--- src/rtl/uart_mem_bridge.sv ---
// uart_mem_bridge: UART-framed byte memory engine (READ/WRITE/FILL/PING) with inter-byte timeout.
// Build option UART_MEM_BRIDGE_CHECKSUM_EN adds an XOR checksum to READ and WRITE responses.
module uart_mem_bridge #(
  parameter int unsigned ADDR_WIDTH = 16,
  parameter int unsigned LEN_BYTES  = 1,
  parameter int unsigned TIMEOUT    = 65535,
  parameter logic [7:0]  ACK_BYTE   = 8'hAA
) (
  input  logic                  clk,
  input  logic                  reset,
  input  logic                  received,
  input  logic [7:0]            rx_byte,
  input  logic                  is_transmitting,
  output logic                  transmit,
  output logic [7:0]            tx_byte,
  output logic                  mem_read,
  output logic                  mem_write,
  output logic [ADDR_WIDTH-1:0] mem_addr,
  output logic [7:0]            mem_wdata,
  input  logic [7:0]            mem_rdata,
  output logic                  busy,
  output logic [3:0]            dbg_state
);
  localparam int unsigned ADDR_BYTES = (ADDR_WIDTH + 7) / 8;
  localparam int unsigned LW         = 8 * LEN_BYTES;

  localparam logic [1:0] CMD_PING  = 2'd0;
  localparam logic [1:0] CMD_READ  = 2'd1;
  localparam logic [1:0] CMD_WRITE = 2'd2;

  typedef enum logic [3:0] {
    S_IDLE, S_RX_LEN, S_RX_ADDR, S_RX_FILL, S_READ_WAIT, S_READ, S_READ_ADV,
    S_WRITE_RX, S_WRITE_ADV, S_FILL_WR, S_FILL_ADV, S_TX_WAIT, S_TX
  } state_t;

  state_t                r_state, w_state_nxt;
  logic [LW-1:0]         r_len, w_len_nxt;
  logic [ADDR_WIDTH-1:0] r_addr, w_addr_nxt;
  logic [1:0]            r_cnt, w_cnt_nxt;
  logic [1:0]            r_cmd, w_cmd_nxt;
  logic [31:0]           r_tmo, w_tmo_nxt;
  logic [7:0]            r_tx_byte, w_tx_byte_nxt;
  logic [7:0]            r_wdata, w_wdata_nxt;
  logic                  r_transmit, w_transmit_nxt;
  logic                  r_mem_read, w_mem_read_nxt;
  logic                  r_mem_write, w_mem_write_nxt;
  logic                  w_tx_ok, w_len_zero, w_rx_state, w_tmo_hit;
`ifdef UART_MEM_BRIDGE_CHECKSUM_EN
  logic [7:0]            r_csum, w_csum_nxt;
`endif

  // The UART raises is_transmitting one cycle after our strobe, so skip that blind cycle.
  assign w_tx_ok    = !is_transmitting && !r_transmit;
  assign w_len_zero = (r_len == '0);
  assign w_rx_state = (r_state == S_RX_LEN) || (r_state == S_RX_ADDR) ||
                      (r_state == S_RX_FILL) || (r_state == S_WRITE_RX);
  assign w_tmo_hit  = (TIMEOUT != 0) && w_rx_state && !received && (r_tmo == TIMEOUT - 1);

  always_comb begin
    w_state_nxt     = r_state;
    w_len_nxt       = r_len;
    w_addr_nxt      = r_addr;
    w_cnt_nxt       = r_cnt;
    w_cmd_nxt       = r_cmd;
    w_tmo_nxt       = r_tmo;
    w_tx_byte_nxt   = r_tx_byte;
    w_wdata_nxt     = r_wdata;
    w_transmit_nxt  = 1'b0;
    w_mem_read_nxt  = 1'b0;
    w_mem_write_nxt = 1'b0;
`ifdef UART_MEM_BRIDGE_CHECKSUM_EN
    w_csum_nxt      = r_csum;
`endif
    if (received)        w_tmo_nxt = '0;
    else if (w_rx_state) w_tmo_nxt = r_tmo + 32'd1;

    case (r_state)
      S_IDLE: begin
        if (received && rx_byte >= 8'h01 && rx_byte <= 8'h04) begin
          w_cmd_nxt   = rx_byte[1:0];
          w_cnt_nxt   = '0;
          w_state_nxt = (rx_byte[1:0] == CMD_PING) ? S_TX_WAIT : S_RX_LEN;
`ifdef UART_MEM_BRIDGE_CHECKSUM_EN
          w_csum_nxt  = '0;
`endif
        end
      end
      S_RX_LEN: begin
        if (received) begin
          w_len_nxt = LW'({r_len, rx_byte});
          if (r_cnt == 2'(LEN_BYTES - 1)) begin
            w_cnt_nxt   = '0;
            w_state_nxt = S_RX_ADDR;
          end else begin
            w_cnt_nxt = r_cnt + 2'd1;
          end
        end
      end
      S_RX_ADDR: begin
        if (received) begin
          // Shifting through the narrower register drops address bits above ADDR_WIDTH.
          w_addr_nxt = ADDR_WIDTH'({r_addr, rx_byte});
          if (r_cnt == 2'(ADDR_BYTES - 1)) begin
            w_cnt_nxt = '0;
            case (r_cmd)
              CMD_READ:  w_state_nxt = S_READ_WAIT;
              CMD_WRITE: w_state_nxt = S_WRITE_RX;
              default:   w_state_nxt = S_RX_FILL;
            endcase
          end else begin
            w_cnt_nxt = r_cnt + 2'd1;
          end
        end
      end
      S_RX_FILL: begin
        if (received) begin
          w_wdata_nxt = rx_byte;
          w_state_nxt = S_FILL_WR;
        end
      end
      S_READ_WAIT: begin
        if (w_tx_ok) begin
          w_mem_read_nxt = 1'b1;
          w_state_nxt    = S_READ;
        end
      end
      S_READ: begin
        w_tx_byte_nxt  = mem_rdata;
        w_transmit_nxt = 1'b1;
`ifdef UART_MEM_BRIDGE_CHECKSUM_EN
        w_csum_nxt     = r_csum ^ mem_rdata;
        w_state_nxt    = w_len_zero ? S_TX_WAIT : S_READ_ADV;
`else
        w_state_nxt    = w_len_zero ? S_IDLE : S_READ_ADV;
`endif
      end
      S_READ_ADV, S_WRITE_ADV, S_FILL_ADV: begin
        w_addr_nxt = r_addr + ADDR_WIDTH'(1);
        w_len_nxt  = r_len - LW'(1);
        case (r_state)
          S_READ_ADV:  w_state_nxt = S_READ_WAIT;
          S_WRITE_ADV: w_state_nxt = S_WRITE_RX;
          default:     w_state_nxt = S_FILL_WR;
        endcase
      end
      S_WRITE_RX: begin
        if (received) begin
          w_mem_write_nxt = 1'b1;
          w_wdata_nxt     = rx_byte;
          w_state_nxt     = w_len_zero ? S_TX_WAIT : S_WRITE_ADV;
`ifdef UART_MEM_BRIDGE_CHECKSUM_EN
          w_csum_nxt      = r_csum ^ rx_byte;
`endif
        end
      end
      S_FILL_WR: begin
        w_mem_write_nxt = 1'b1;
        w_state_nxt     = w_len_zero ? S_TX_WAIT : S_FILL_ADV;
      end
      S_TX_WAIT: begin
        if (w_tx_ok) begin
          w_transmit_nxt = 1'b1;
`ifdef UART_MEM_BRIDGE_CHECKSUM_EN
          w_tx_byte_nxt  = (r_cmd == CMD_READ || r_cmd == CMD_WRITE) ? r_csum : ACK_BYTE;
`else
          w_tx_byte_nxt  = ACK_BYTE;
`endif
          w_state_nxt    = S_TX;
        end
      end
      S_TX:    w_state_nxt = S_IDLE;
      default: w_state_nxt = S_IDLE;
    endcase

    if (w_tmo_hit) w_state_nxt = S_IDLE;
  end

  always_ff @(posedge clk or posedge reset) begin
    if (reset) begin
      r_state     <= S_IDLE;
      r_len       <= '0;
      r_addr      <= '0;
      r_cnt       <= '0;
      r_cmd       <= '0;
      r_tmo       <= '0;
      r_tx_byte   <= '0;
      r_wdata     <= '0;
      r_transmit  <= 1'b0;
      r_mem_read  <= 1'b0;
      r_mem_write <= 1'b0;
    end else begin
      r_state     <= w_state_nxt;
      r_len       <= w_len_nxt;
      r_addr      <= w_addr_nxt;
      r_cnt       <= w_cnt_nxt;
      r_cmd       <= w_cmd_nxt;
      r_tmo       <= w_tmo_nxt;
      r_tx_byte   <= w_tx_byte_nxt;
      r_wdata     <= w_wdata_nxt;
      r_transmit  <= w_transmit_nxt;
      r_mem_read  <= w_mem_read_nxt;
      r_mem_write <= w_mem_write_nxt;
    end
  end

`ifdef UART_MEM_BRIDGE_CHECKSUM_EN
  always_ff @(posedge clk or posedge reset) begin
    if (reset) r_csum <= '0;
    else       r_csum <= w_csum_nxt;
  end
`endif

  assign transmit  = r_transmit;
  assign tx_byte   = r_tx_byte;
  assign mem_read  = r_mem_read;
  assign mem_write = r_mem_write;
  assign mem_addr  = r_addr;
  assign mem_wdata = r_wdata;
  assign busy      = (r_state != S_IDLE);
  assign dbg_state = r_state;
endmodule

--- config.mk ---
export PLATFORM = sky130hd
export DESIGN_NAME = uart_mem_bridge
export DESIGN_NICKNAME = d
export VERILOG_FILES = /design/src/rtl/uart_mem_bridge.sv
export SDC_FILE = /design/constraint.sdc
export NUM_CORES = 1
export LEC_CHECK = 0
export CORE_MARGIN = 2
export CORE_UTILIZATION = 26
export CTS_CLUSTER_SIZE = 40
export DETAILED_ROUTE_END_ITERATION = 6
export PLACE_DENSITY = 0.51
export SETUP_SLACK_MARGIN = 0.5
export SLEW_MARGIN = 20
export SYNTH_ARGS = -nofsm -noshare
export SYNTH_HDL_FRONTEND = slang
export SYNTH_SLANG_ARGS = --single-unit
--- constraint.sdc ---
create_clock -name clk -period 2.6 [get_ports clk]
set_input_delay 0.52 -clock clk [delete_from_list [all_inputs] [get_ports clk]]
set_output_delay 0.52 -clock clk [all_outputs]
set_load 0.05 [all_outputs]
# [Word level (Yosys, flattened, before mapping)]
# Cells that the tools add are included.
[word_totals] reg_bits=83 out_inout_bits=40 wordCells=111
[op_classes] addsub=4 magnitude_cmp=2 n_eq_ne=28 mux=36 n_reduce_logical=30
[ops] op="32-bit two-way mux" count=2
[ops] op="4-bit two-way mux" count=11
[ops] op="4-bit one-hot mux with 10 select lines" count=1
[ops] op="32-bit by 1-bit adder with 32-bit output, second input constant" count=1
[ops] op="32-bit by 16-bit equality test with 1-bit output, second input constant" count=1
[ops] op="16-bit one-hot mux with 2 select lines" count=1
[ops] op="8-bit one-hot mux with 2 select lines" count=2
[ops] op="3-bit != test, second input constant" count=7
[ops] op="16-bit by 1-bit adder with 16-bit output, second input constant" count=1
[ops] op="4-bit by 3-bit equality test with 1-bit output, second input constant" count=4
[ops] op="4-bit equality test, second input constant" count=4
[ops] op="16-bit two-way mux" count=1
[ops] op="8-bit two-way mux" count=2
[ops] op="2-bit two-way mux" count=6
[ops] op="2-bit AND reduction" count=5
[ops] op="9-bit AND reduction" count=1
[ops] op="4-bit by 2-bit equality test with 1-bit output, second input constant" count=2
[ops] op="8-bit by 1-bit >= comparator with 1-bit output, second input constant" count=1
[ops] op="8-bit by 3-bit <= comparator with 1-bit output, second input constant" count=1
[ops] op="8-bit zero test" count=1
[ops] op="2-bit != test, second input constant" count=4
[ops] op="4-bit one-hot mux with 2 select lines" count=1
[ops] op="2-bit nonzero test" count=4
[ops] op="8-bit by 1-bit subtractor with 8-bit output, second input constant" count=1
[ops] op="20 further kinds" count=35

# [Logic depth before layout (Yosys ltp)]
# Gate-level depths: netlist of run 1.
[logic_depth] word_depth=8 depth_mapped=8 ltp_nobuf=7

# [Worst setup path before layout of run 1]
# No wires, ideal clock.
[synth_path] path_type="reg2reg" start="reg r_state[0], in the netlist dbg_state[0]" end="reg r_tmo[29]" arrival_time_ps=2224 t_required_ps=2522 setup_slack_ps=298 stages_incl_launch_ff=8 path_cell_list="dfrtp_1 -> buf_4 -> nand2_1 -> a211oi_2 -> nand4_1 -> buf_2 -> or3_1 -> a21oi_1"
[synth_between] elab_chain_cells=5
[synth_rtl] element="start, declared" line="36" rtl="state_t r_state, w_state_nxt;"
[synth_rtl] element="start signal, assigned" line="192" rtl="r_state <= w_state_nxt;"
[synth_rtl] element="4-bit by 1-bit equality test with 1-bit output or 4-bit by 2-bit equality test with 1-bit output (tied branches)" line="55" rtl="assign w_rx_state = (r_state == S_RX_LEN) || (r_state == S_RX_ADDR) ||"
[synth_rtl] element="1-bit logical OR (2 in series)" line="55"
[synth_rtl] element="1-bit logical OR (*)" line="56" rtl="(r_state == S_RX_FILL) || (r_state == S_WRITE_RX);"
[synth_rtl] element="2-bit nonzero test (no source line) (*)"
[synth_rtl] element="end signal, assigned" line="197" rtl="r_tmo <= w_tmo_nxt;"
[synth_rtl] element="end, declared" line="41" rtl="logic [31:0] r_tmo, w_tmo_nxt;"
# Mark *: on every way between the ends. The rest lies on a longest branch, timed or not.
# A chain may end at the register's enable or synchronous reset.

# [Final worst setup path of run 1]
[layout_path] start="in rx_byte[5]" end="reg r_cmd[0]"
[layout_between] elab_chain_cells=4
[layout_rtl] element="start, declared" line="12" rtl="input logic [7:0] rx_byte,"
[layout_rtl] element="8-bit by 1-bit >= comparator with 1-bit output" line="79" rtl="if (received && rx_byte >= 8'h01 && rx_byte <= 8'h04) begin"
[layout_rtl] element="1-bit logical AND" line="79"
[layout_rtl] element="1-bit logical AND (*)" line="79"
[layout_rtl] element="2-bit AND reduction (no source line) (*)"
[layout_rtl] element="end signal, assigned" line="196" rtl="r_cmd <= w_cmd_nxt;"
[layout_rtl] element="end, declared" line="40" rtl="logic [1:0] r_cmd, w_cmd_nxt;"
# Marks and branches as above.

==> summary.md, run 1 <==
| Metric | Value |
|---|---|
| Status | `finished clean` |
| Die X | `138 um` |
| Layout Skew | `7.35 ps` |
| Synth top area share | `44.5%` |
| Die height | `138 um` |
| Post-Syn Area | `4660 um^2` |
| Via count | `4153` |
| ANT cells | `0` |
| Hold crit path type | `reg -> reg` |
| Final Util | `35.0%` |
| Vias per cell | `5.11` |
| Fmax | `485 MHz` |
| Clock-pin slew on the worst setup and hold paths | `60 ps` |
| Vias in the first global route | `3959` |
| Pleak | `2.57 nW` |
| Routed Antenna Nets | `0` |
| Grt met2 use | `21.6%` |
| Post-route minimum period | `2060 ps` |
| Final WS setup | `538 ps` |
| Pins Over Slew Limit | `0` |
| Most numerous cell in the Yosys netlist | `dfrtp_1` |
| Buffers on Ports | `59` |
| Hold Vio Cnt, Final | `0` |
| Fraction of registers with async set/reset | `100%` |
| Area contributors post-synth | `dfrtp_1, xor2_1, a21oi_1` |
| Cell count after synthesis | `507` |
| Grt total ovfl | `0` |
| Number of unique standard cell types used by synthesis | `63` |
| Met1 Resource Use GR | `19.7%` |
| Area leader, netlist | `dfrtp_1` |
| Rows | `48` |
| Most Crowded Layer GR | `met2` |
| Post-synth top cells | `dfrtp_1, nor2_1, nand2_1, a21oi_1, o21ai_0` |
| Layout cell share with drive strength beyond 1 | `15.7%` |
| Crit path kind | `in -> reg` |
| Starting Density | `26.8%` |
| DR WL/cell | `15.7 um` |
| Setup crit end kind | `flop` |
| # H-tree levels | `3` |
| CP required | `2830 ps` |
| Post-Syn Nets | `536` |
| Max cap viols | `0` |
| Die Footprint | `19000 um^2` |
| Unrepaired setup endpoints after global routing | `yes` |
| Worst-Margin Slew | `550 ps` |
| Routed WL | `12700 um` |
| Critical Path AT | `2300 ps` |
| Placed inst area | `5690 um^2` |
| Clk root buf | `clkbuf_16` |
| CTS Sinks | `83` |
| Fin Setup TNS | `0 ps` |
| Drt first pass iters | `5` |
| Crit Path Max Fanout | `2` |
| # setup viols final | `0` |
| Yosys reg bits | `83` |
| Core area | `17400 um^2` |
| Gp weighted congestion | `0.784` |
| Yosys warns | `0` |
| Tot Pwr | `7.19 mW` |
| Detailed placer's ending HPWL | `8910 um` |
| Io pins | `60` |
| PwrDens | `1180 nW/um^2` |
| EDFF count, synth | `0` |
| Drt drc | `0` |
| Period Utilization, post-route | `79.3%` |
| Initial antenna violation count | `0` |
| All-Layer GR Usage | `14.0%` |
| Syn Area/Cell | `9.20 um^2` |
| Post-CTS Hold Buffers | `0` |
| GR Util met3 | `2.16%` |
| Post-layout net count | `611` |
| Worst-skew pair later-pin latency | `350 ps` |
| Final design instance area without fill | `6100 um^2` |
| Startpoint types | `input pin` |
| Global-route wire length before repair | `20600 um` |
| Max Buffers Root-to-Sink | `2` |
| CTS tree | `done` |
| Ys flop type | `dfrtp_1` |
| Register area share after synthesis | `44.5%` |
| CTS Buf Count | `9` |
| Initial DRC count | `292` |
| P&R area growth vs syn | `30.8%` |
| Setup WS pre-CTS | `-15.8 ps` |
| Largest net degree at the start of global routing | `61` |
| Slew HR | `63.2%` |
| Worst VDD drop | `636 uV` |
-- placed cells by master (no fill, tap or decap), drive strengths merged, types with 3 or more instances in the layout --
cell	n
nor3	4
mux2	12
inv	17
or3	9
a211oi	4
nand2	40
nor4b	4
clkbuf	9
clkdlybuf4s50	32
and3	10
and4	7
nor2b	8
a22o	7
a22oi	3
nand3	22
xor2	22
o22ai	6
a21oi	38
dlymetal6s2s	8
o21ai	38
nor4	7
buf	35
and2	4
nand4	21
dfrtp	83
nor2	49
a2bb2oi	3
nand2b	5
a31oi	5
mux2i	4
dlygate4sd2	18
ha	9
o22a	5
clkinvlp	3
-- worst max-delay path, cell delays in order --
cell and delay (ps):
clkdlybuf4s50_1 460, nor4b_4 240, buf_4 150, nand4_1 150
buf_4 190, or2_2 300, mux2_2 280
-- flip-flops by register name, indices dropped and copies added (netlist names), 2 cells and up --
name       cells
mem_wdata      8
mem_addr      16
r_cnt          2
tx_byte        8
r_tmo         32
dbg_state      4
r_len          8
r_cmd          2
-- area by class of cell --
type | instances | area, um^2
tap | 225 | 282
fill | 1780 | 11300
clock inverter | 7 | 76.3
sequential | 83 | 2090
inverter | 16 | 63.8
timing repair buffer | 93 | 872
multi-input combinational | 379 | 2500
clock buffer | 9 | 225
-- power breakdown --
group | internal (mW) | leakage (nW) | switching, mW
logic | 1.39 | 1.38 | 2.35
registers | 1.68 | 1.04 | 0.469
clock network | 0.750 | 0.142 | 0.559
total | 3.81 | 2.57 | 3.38
-- cells by family (layout without fill, tap and decap cells) --
| logic type | count (synthesis) | after routing | synth area share (%) |
|---|---|---|---|
| DFF | 83 | 83 | 44.5 |
| AOI/OAI and AO/OA | 130 | 130 | 17.9 |
| and+or+nand+nor | 200 | 200 | 23.0 |
| muxes | 16 | 16 | 3.76 |
| buffers and inverters | 45 | 125 | 3.81 |
| adders and majority gates | 9 | 9 | 2.41 |
| xor gates and xnor gates | 24 | 24 | 4.51 |
-- layer usage --
layer	vias up	share of wire, %
met1	2051	48
met4	0	1.4
met5	-	0
met3	11	4.0
li1	2003	-
met2	88	47
-- through the flow --
stage,hold slack [ps],std cells
final,497,812
after global routing,507,812
after CTS,500,808
after detailed placement,485,792
after global placement,479,792
after floorplan,479,507
-- final timing paths --
| kind | startpoint | end | slack (ps) | depth (start not counted) |
|---|---|---|---|---|
| min in group asynchronous | reset | tx_byte[0]$_DFFE_PP0P_ | 620 | 3 |
| worst max register to register | dbg_state[2]$_DFFE_PP0P_ | r_tmo[31]$_DFFE_PP0P_ | 590 | 6 |
| worst min register to register | tx_byte[1]$_DFFE_PP0P_ | tx_byte[1]$_DFFE_PP0P_ | 500 | 1 |
| worst max-delay path | rx_byte[5] | r_cmd[0]$_DFFE_PP0P_ | 540 | 7 |
| max in group asynchronous | reset | dbg_state[0]$_DFFE_PP0P_ | 1670 | 3 |
| worst min-delay path | tx_byte[1]$_DFFE_PP0P_ | tx_byte[1]$_DFFE_PP0P_ | 500 | 1 |
-- what timing repair did --
action                     in CTS  in global routing
buffers inserted                0                  4
pin swaps                       0                  2
setup endpoints to repair      39                 31
resized for setup              23                 26
(Power assumes the default switching activity.)
==> run 2, diff against run 1 <==
PLACE_DENSITY = 0.5   (was 0.51)
clock period = 2.1 ns   (was 2.6 ns; I/O delays follow)
==> summary.md, run 2 (same netlist as run 1, synthesis figures left out) <==
| Metric | Value |
|---|---|
| All-Layer GR Usage | `15.8%` |
| WHS | `445 ps` |
| Core area | `17400 um^2` |
| Largest net degree at the start of global routing | `36` |
| Reg2reg setup slack | `240 ps` |
| Pins Over Slew Limit | `0` |
| Period Utilization, post-route | `89.1%` |
| P_sw | `5.06 mW` |
| Clk root buf | `clkbuf_16` |
| Most Crowded Layer GR | `met2` |
| Post-layout net count | `684` |
| Buffers on Ports | `59` |
| Crit path largest cell delay | `410 ps` |
| PwrDens | `1490 nW/um^2` |
| Layout cell share with drive strength beyond 1 | `44.5%` |
| # H-tree levels | `3` |
| Met1 Resource Use GR | `20.1%` |
| Slew HR | `68.8%` |
| Grt met2 use | `26.7%` |
| Pleak | `3.08 nW` |
| Startpoint types | `flop` |
| CTS Buf Count | `9` |
| Clock-pin slew on the worst setup and hold paths | `60 ps` |
| Max cap viols | `0` |
| Vias in the first global route | `4575` |
| Worst VDD drop | `934 uV` |
| CTS tree | `done` |
| CTS Sinks | `83` |
| Grt total ovfl | `0` |
| Post-route minimum period | `1870 ps` |
| Comb pwr share | `62.4%` |
| Fin Setup TNS | `0 ps` |
| Drt drc | `0` |
| Leading cell type in the layout, fill and taps excluded | `dfrtp_1` |
| Most frequent cells in the layout | `dfrtp_1, buf_4, nor2_1, buf_6, nand2_1` |
| Drt first pass iters | `4` |
| Status | `finished clean` |
| Routed Antenna Nets | `0` |
| Rows | `48` |
| Hold Vio Cnt, Final | `0` |
| Crit path kind | `reg -> out` |
| Setup crit end kind | `primary output` |
| Fmax | `534 MHz` |
| Routed WL | `15100 um` |
| Max reg flops | `32` |
| Via count | `4653` |
| Seq pwr share | `23.9%` |
| GR Util met3 | `2.60%` |
| Tot Pwr | `11.1 mW` |
| Initial antenna violation count | `0` |
| Reg with most FFs | `r_tmo` |
| Die X | `138 um` |
| Die height | `138 um` |
| DR WL/cell | `17.1 um` |
| Unrepaired setup endpoints after global routing | `yes` |
| Worst-skew pair later-pin latency | `340 ps` |
| Io pins | `60` |
| Initial DRC count | `363` |
| ANT cells | `0` |
| Int Pwr | `6.08 mW` |
| Critical Path AT | `1450 ps` |
| Switch share | `45.4%` |
| Die Footprint | `19000 um^2` |
| Gp weighted congestion | `0.810` |
| Layout Skew | `5.50 ps` |
| Detailed placer's ending HPWL | `9060 um` |
| Global-route wire length before repair | `23400 um` |
| Clock power frac | `13.6%` |
| CP required | `1680 ps` |
| Hold crit path type | `in -> async` |
| Crit Path Max Fanout | `11` |
| FILL cells | `1633` |
| Worst-Margin Slew | `467 ps` |
| CP Cell Sequence | `buf_6 -> nor4_4 -> inv_2 -> buf_8` |
| Max Buffers Root-to-Sink | `2` |
| # setup viols final | `0` |
| P&R area growth vs syn | `60.6%` |
| Starting Density | `26.8%` |
| Crit-path slowest cell | `dfrtp_2` |
| Vias per cell | `5.26` |
==> run 2: layout make-up <==
type,count,area [um^2],share of cell area (%)
timing repair buffer,165,1770,23.6
inverter,16,63.8,0.852
multi-input combinational,380,3000,40.0
tap,225,282,3.76
clock inverter,4,25.0,0.334
clock buffer,12,256,3.43
sequential,83,2100,28.0
==> run 2: power groups by stage <==
stage / registers (mW) / clock network [mW] / logic [mW]
3_5_place_dp: 2.68 / 0 / 4.71
5_1_grt: 2.72 / 1.63 / 7.40
4_1_cts: 2.60 / 1.56 / 5.86
3_3_place_gp: 2.66 / 0 / 4.65
6_report: 2.67 / 1.52 / 6.95
2_1_floorplan: 3.70 / 0 / 2.17
==> run 2: final timing paths <==
| check | from | endpoint | cells after the start |
|---|---|---|---|
| setup / recovery | dbg_state[0]$_DFFE_PP0P_ | busy | 4 |
| hold / removal | reset | mem_read$_DFF_PP0_ | 2 |
| setup reg to reg | dbg_state[1]$_DFFE_PP0P_ | r_tmo[31]$_DFFE_PP0P_ | 6 |
| hold reg to reg | mem_wdata[3]$_DFFE_PP0P_ | mem_wdata[3]$_DFFE_PP0P_ | 1 |
| max in group asynchronous | reset | r_tmo[17]$_DFFE_PP0P_ | 3 |
| min in group clk | rx_byte[1] | mem_addr[1]$_DFFE_PP0P_ | 4 |
==> run 2: per-stage QoR <==
| stage | area, um^2 | utilization, % | setup WS [ps] | std cells |
|---|---|---|---|---|
| floorplan | 4780 | - | 86.0 | 507 |
| global placement | 5800 | 33.3 | -248 | 799 |
| detailed placement | 5800 | 33.3 | -236 | 799 |
| CTS | 6840 | 39.3 | 245 | 858 |
| global route | 7490 | 43.0 | 133 | 885 |
| finish | 7490 | 43.0 | 228 | 885 |
==> run 2: per-layer routing <==
metal,share of wire [%],wire [um],vias to the layer above
met1,44,6700,2348
li1,-,-,2159
met5,0,0,-
met4,1.9,280,0
met3,3.8,571,23
met2,50,7550,123
==> run 2: repair_timing <==
action                                  4_1_cts  5_1_grt
pin swaps                                    41       55
hold buffers                                  0        0
buffers inserted                             37       24
endpoints found under the setup margin      104       93
cloned                                        6        3
resized for setup                           210      133
==> run 2: worst max-delay path, delay by kind of cell (launching register included) <==
family | cells | cell delay (ps)
flip-flops | 1 | 410
buffers and inverters | 3 | 400
AND/OR/NAND/NOR | 1 | 290
==> run 3, diff against run 2 <==
CAP_MARGIN = 15   (was not set)
clock period = 1.8 ns   (was 2.1 ns; I/O delays follow)
==> summary.md, run 3 (same netlist as run 1, synthesis figures left out) <==
| Metric | Value |
|---|---|
| Drt drc | `0` |
| Pleak | `3.46 nW` |
| Critical Path AT | `1560 ps` |
| Via count | `4683` |
| Reg with most FFs | `r_tmo` |
| Startpoint types | `flop` |
| Routed WL | `16100 um` |
| PwrDens | `1780 nW/um^2` |
| Setup crit end kind | `primary output` |
| CP required | `1440 ps` |
| Reg2reg setup slack | `-90 ps` |
| Vias in the first global route | `4497` |
| # setup viols final | `31` |
| Failing checks | `setup timing` |
| Period Utilization, post-route | `106%` |
| Global-route wire length before repair | `23300 um` |
| Core area | `17400 um^2` |
| FILL cells | `1579` |
| Initial antenna violation count | `0` |
| Clock-pin slew on the worst setup and hold paths | `70 ps` |
| Post-route minimum period | `1920 ps` |
| All-Layer GR Usage | `15.7%` |
| Gp weighted congestion | `0.833` |
| Slew HR | `63.2%` |
| Worst-Margin Slew | `548 ps` |
| Worst-skew pair later-pin latency | `350 ps` |
| Status | `finished, violations left` |
| Starting Density | `26.8%` |
| Max reg flops | `32` |
| Final Util | `47.0%` |
| Switch share | `43.2%` |
| CP most frequent cell | `buf_6` |
| Final design instance area without fill | `8190 um^2` |
| Max Buffers Root-to-Sink | `2` |
| Drt first pass iters | `4` |
| Worst VDD drop | `1100 uV` |
| Placed inst area | `6130 um^2` |
| Finished Layout Cells | `921` |
| DR WL/cell | `17.5 um` |
| Crit path largest cell delay | `500 ps` |
| Max cap viols | `0` |
| Routed Antenna Nets | `0` |
| Leading cell type in the layout, fill and taps excluded | `buf_4` |
| Final WS setup | `-115 ps` |
| Setup WS pre-CTS | `-541 ps` |
| Layout cell share with drive strength beyond 1 | `51.7%` |
| Vias per cell | `5.08` |
| Clock power frac | `13.8%` |
| Die X | `138 um` |
| # H-tree levels | `3` |
| Unrepaired setup endpoints after global routing | `yes` |
| Die height | `138 um` |
| Tot Pwr | `14.6 mW` |
| Rows | `48` |
| CTS Buf Count | `9` |
| Crit-path slowest cell | `dfrtp_4` |
| Seq pwr share | `21.3%` |
| Io pins | `60` |
| R2r startpoint | `dbg_state[1]$_DFFE_PP0P_` |
| Die Footprint | `19000 um^2` |
| Pins Over Slew Limit | `0` |
| P&R area growth vs syn | `75.5%` |
| Fmax | `522 MHz` |
| CTS tree | `done` |
| Area occupied by registers | `2100 um^2` |
| Most frequent cells in the layout | `buf_4, dfrtp_1, buf_6, nor2_1, nand2_1` |
| Detailed placer's ending HPWL | `9850 um` |
| ANT cells | `0` |
| Buffers on Ports | `59` |
| Crit path kind | `reg -> out` |
| Int Pwr | `8.29 mW` |
| Worst Reg2Reg Path Length in Cells | `10` |
| Beginning of the critical path | `dbg_state[1]$_DFFE_PP0P_` |
| Clk root buf | `clkbuf_16` |
| Hold crit path type | `in -> async` |
| Largest net degree at the start of global routing | `35` |
| Initial DRC count | `261` |
| Post-layout net count | `720` |
| Area of the multi-input gates | `3170 um^2` |
| CTS Sinks | `83` |
| Hold Vio Cnt, Final | `0` |
| CP Cell Sequence | `buf_6 -> buf_6 -> nor4_4 -> inv_4 -> buf_8` |
| Placed insts | `836` |
| P_sw | `6.31 mW` |
| Grt total ovfl | `0` |
| Layout Skew | `9.77 ps` |
| Post-CTS Hold Buffers | `0` |
| Comb pwr share | `64.9%` |
| Crit Path Max Fanout | `3` |
[run 3: cell count changes in the layout (fill, tap and decap cells not counted), moves of 7 or more]
cell             delta
buf_4              +26
mux2_4              +7
nand2_1             -8
buf_8               +8
buf_12             +10
mux2_2              -7
buf_6              +24
clkdlybuf4s15_2    -19
[run 3: layout make-up]
cell class	count	area share, %
clock buffer	12	3.26
clock inverter	4	0.688
inverter	16	0.810
multi-input combinational	379	38.7
sequential	83	25.7
tap	225	3.44
timing repair buffer	202	27.4
[run 3: final timing paths]
path                                            end
min                          tx_byte[6]$_DFFE_PP0P_
min reg2reg                  tx_byte[3]$_DFFE_PP0P_
min in group clk           mem_wdata[0]$_DFFE_PP0P_
max                                            busy
max reg2reg                   r_tmo[15]$_DFFE_PP0P_
max in group asynchronous     r_tmo[17]$_DFFE_PP0P_
[run 3: power groups by stage]
| stage | Combinational [mW] | Clock (mW) | Sequential, mW |
|---|---|---|---|
| 2_1_floorplan | 2.63 | 0 | 4.33 |
| 3_3_place_gp | 6.08 | 0 | 3.05 |
| 3_5_place_dp | 6.14 | 0 | 3.07 |
| 4_1_cts | 7.73 | 2.05 | 3.07 |
| 5_1_grt | 9.99 | 2.12 | 3.17 |
| 6_report | 9.48 | 2.01 | 3.11 |
[run 3: through the flow]
stage,TNS (ps),hold slack [ps]
final,-1440,401
after floorplan,-1950,479
after CTS,-848,413
after detailed placement,-8670,487
after global placement,-7470,476
after global routing,-4540,447
[run 3: critical path: cells and delay by family (launching register included)]
kind / cells / cell delay, ps
flops: 1 / 500
buf+inv: 4 / 490
simple gates: 1 / 220
[run 3: what timing repair did]
item,CTS,global route
pin swaps,45,58
setup endpoints to repair,109,115
cloned,1,5
gates resized for setup,177,118
buffers inserted,30,33
[run 3: per-layer routing]
| metal | global-route usage [%] | up-vias | part of all wire [%] |
|---|---|---|---|
| li1 | - | 2225 | - |
| met1 | 20.2 | 2356 | 44 |
| met5 | 0 | - | 0 |
| met2 | 26.6 | 77 | 51 |
| met4 | 5.67 | 0 | 2.0 |
| met3 | 2.63 | 25 | 3.0 |
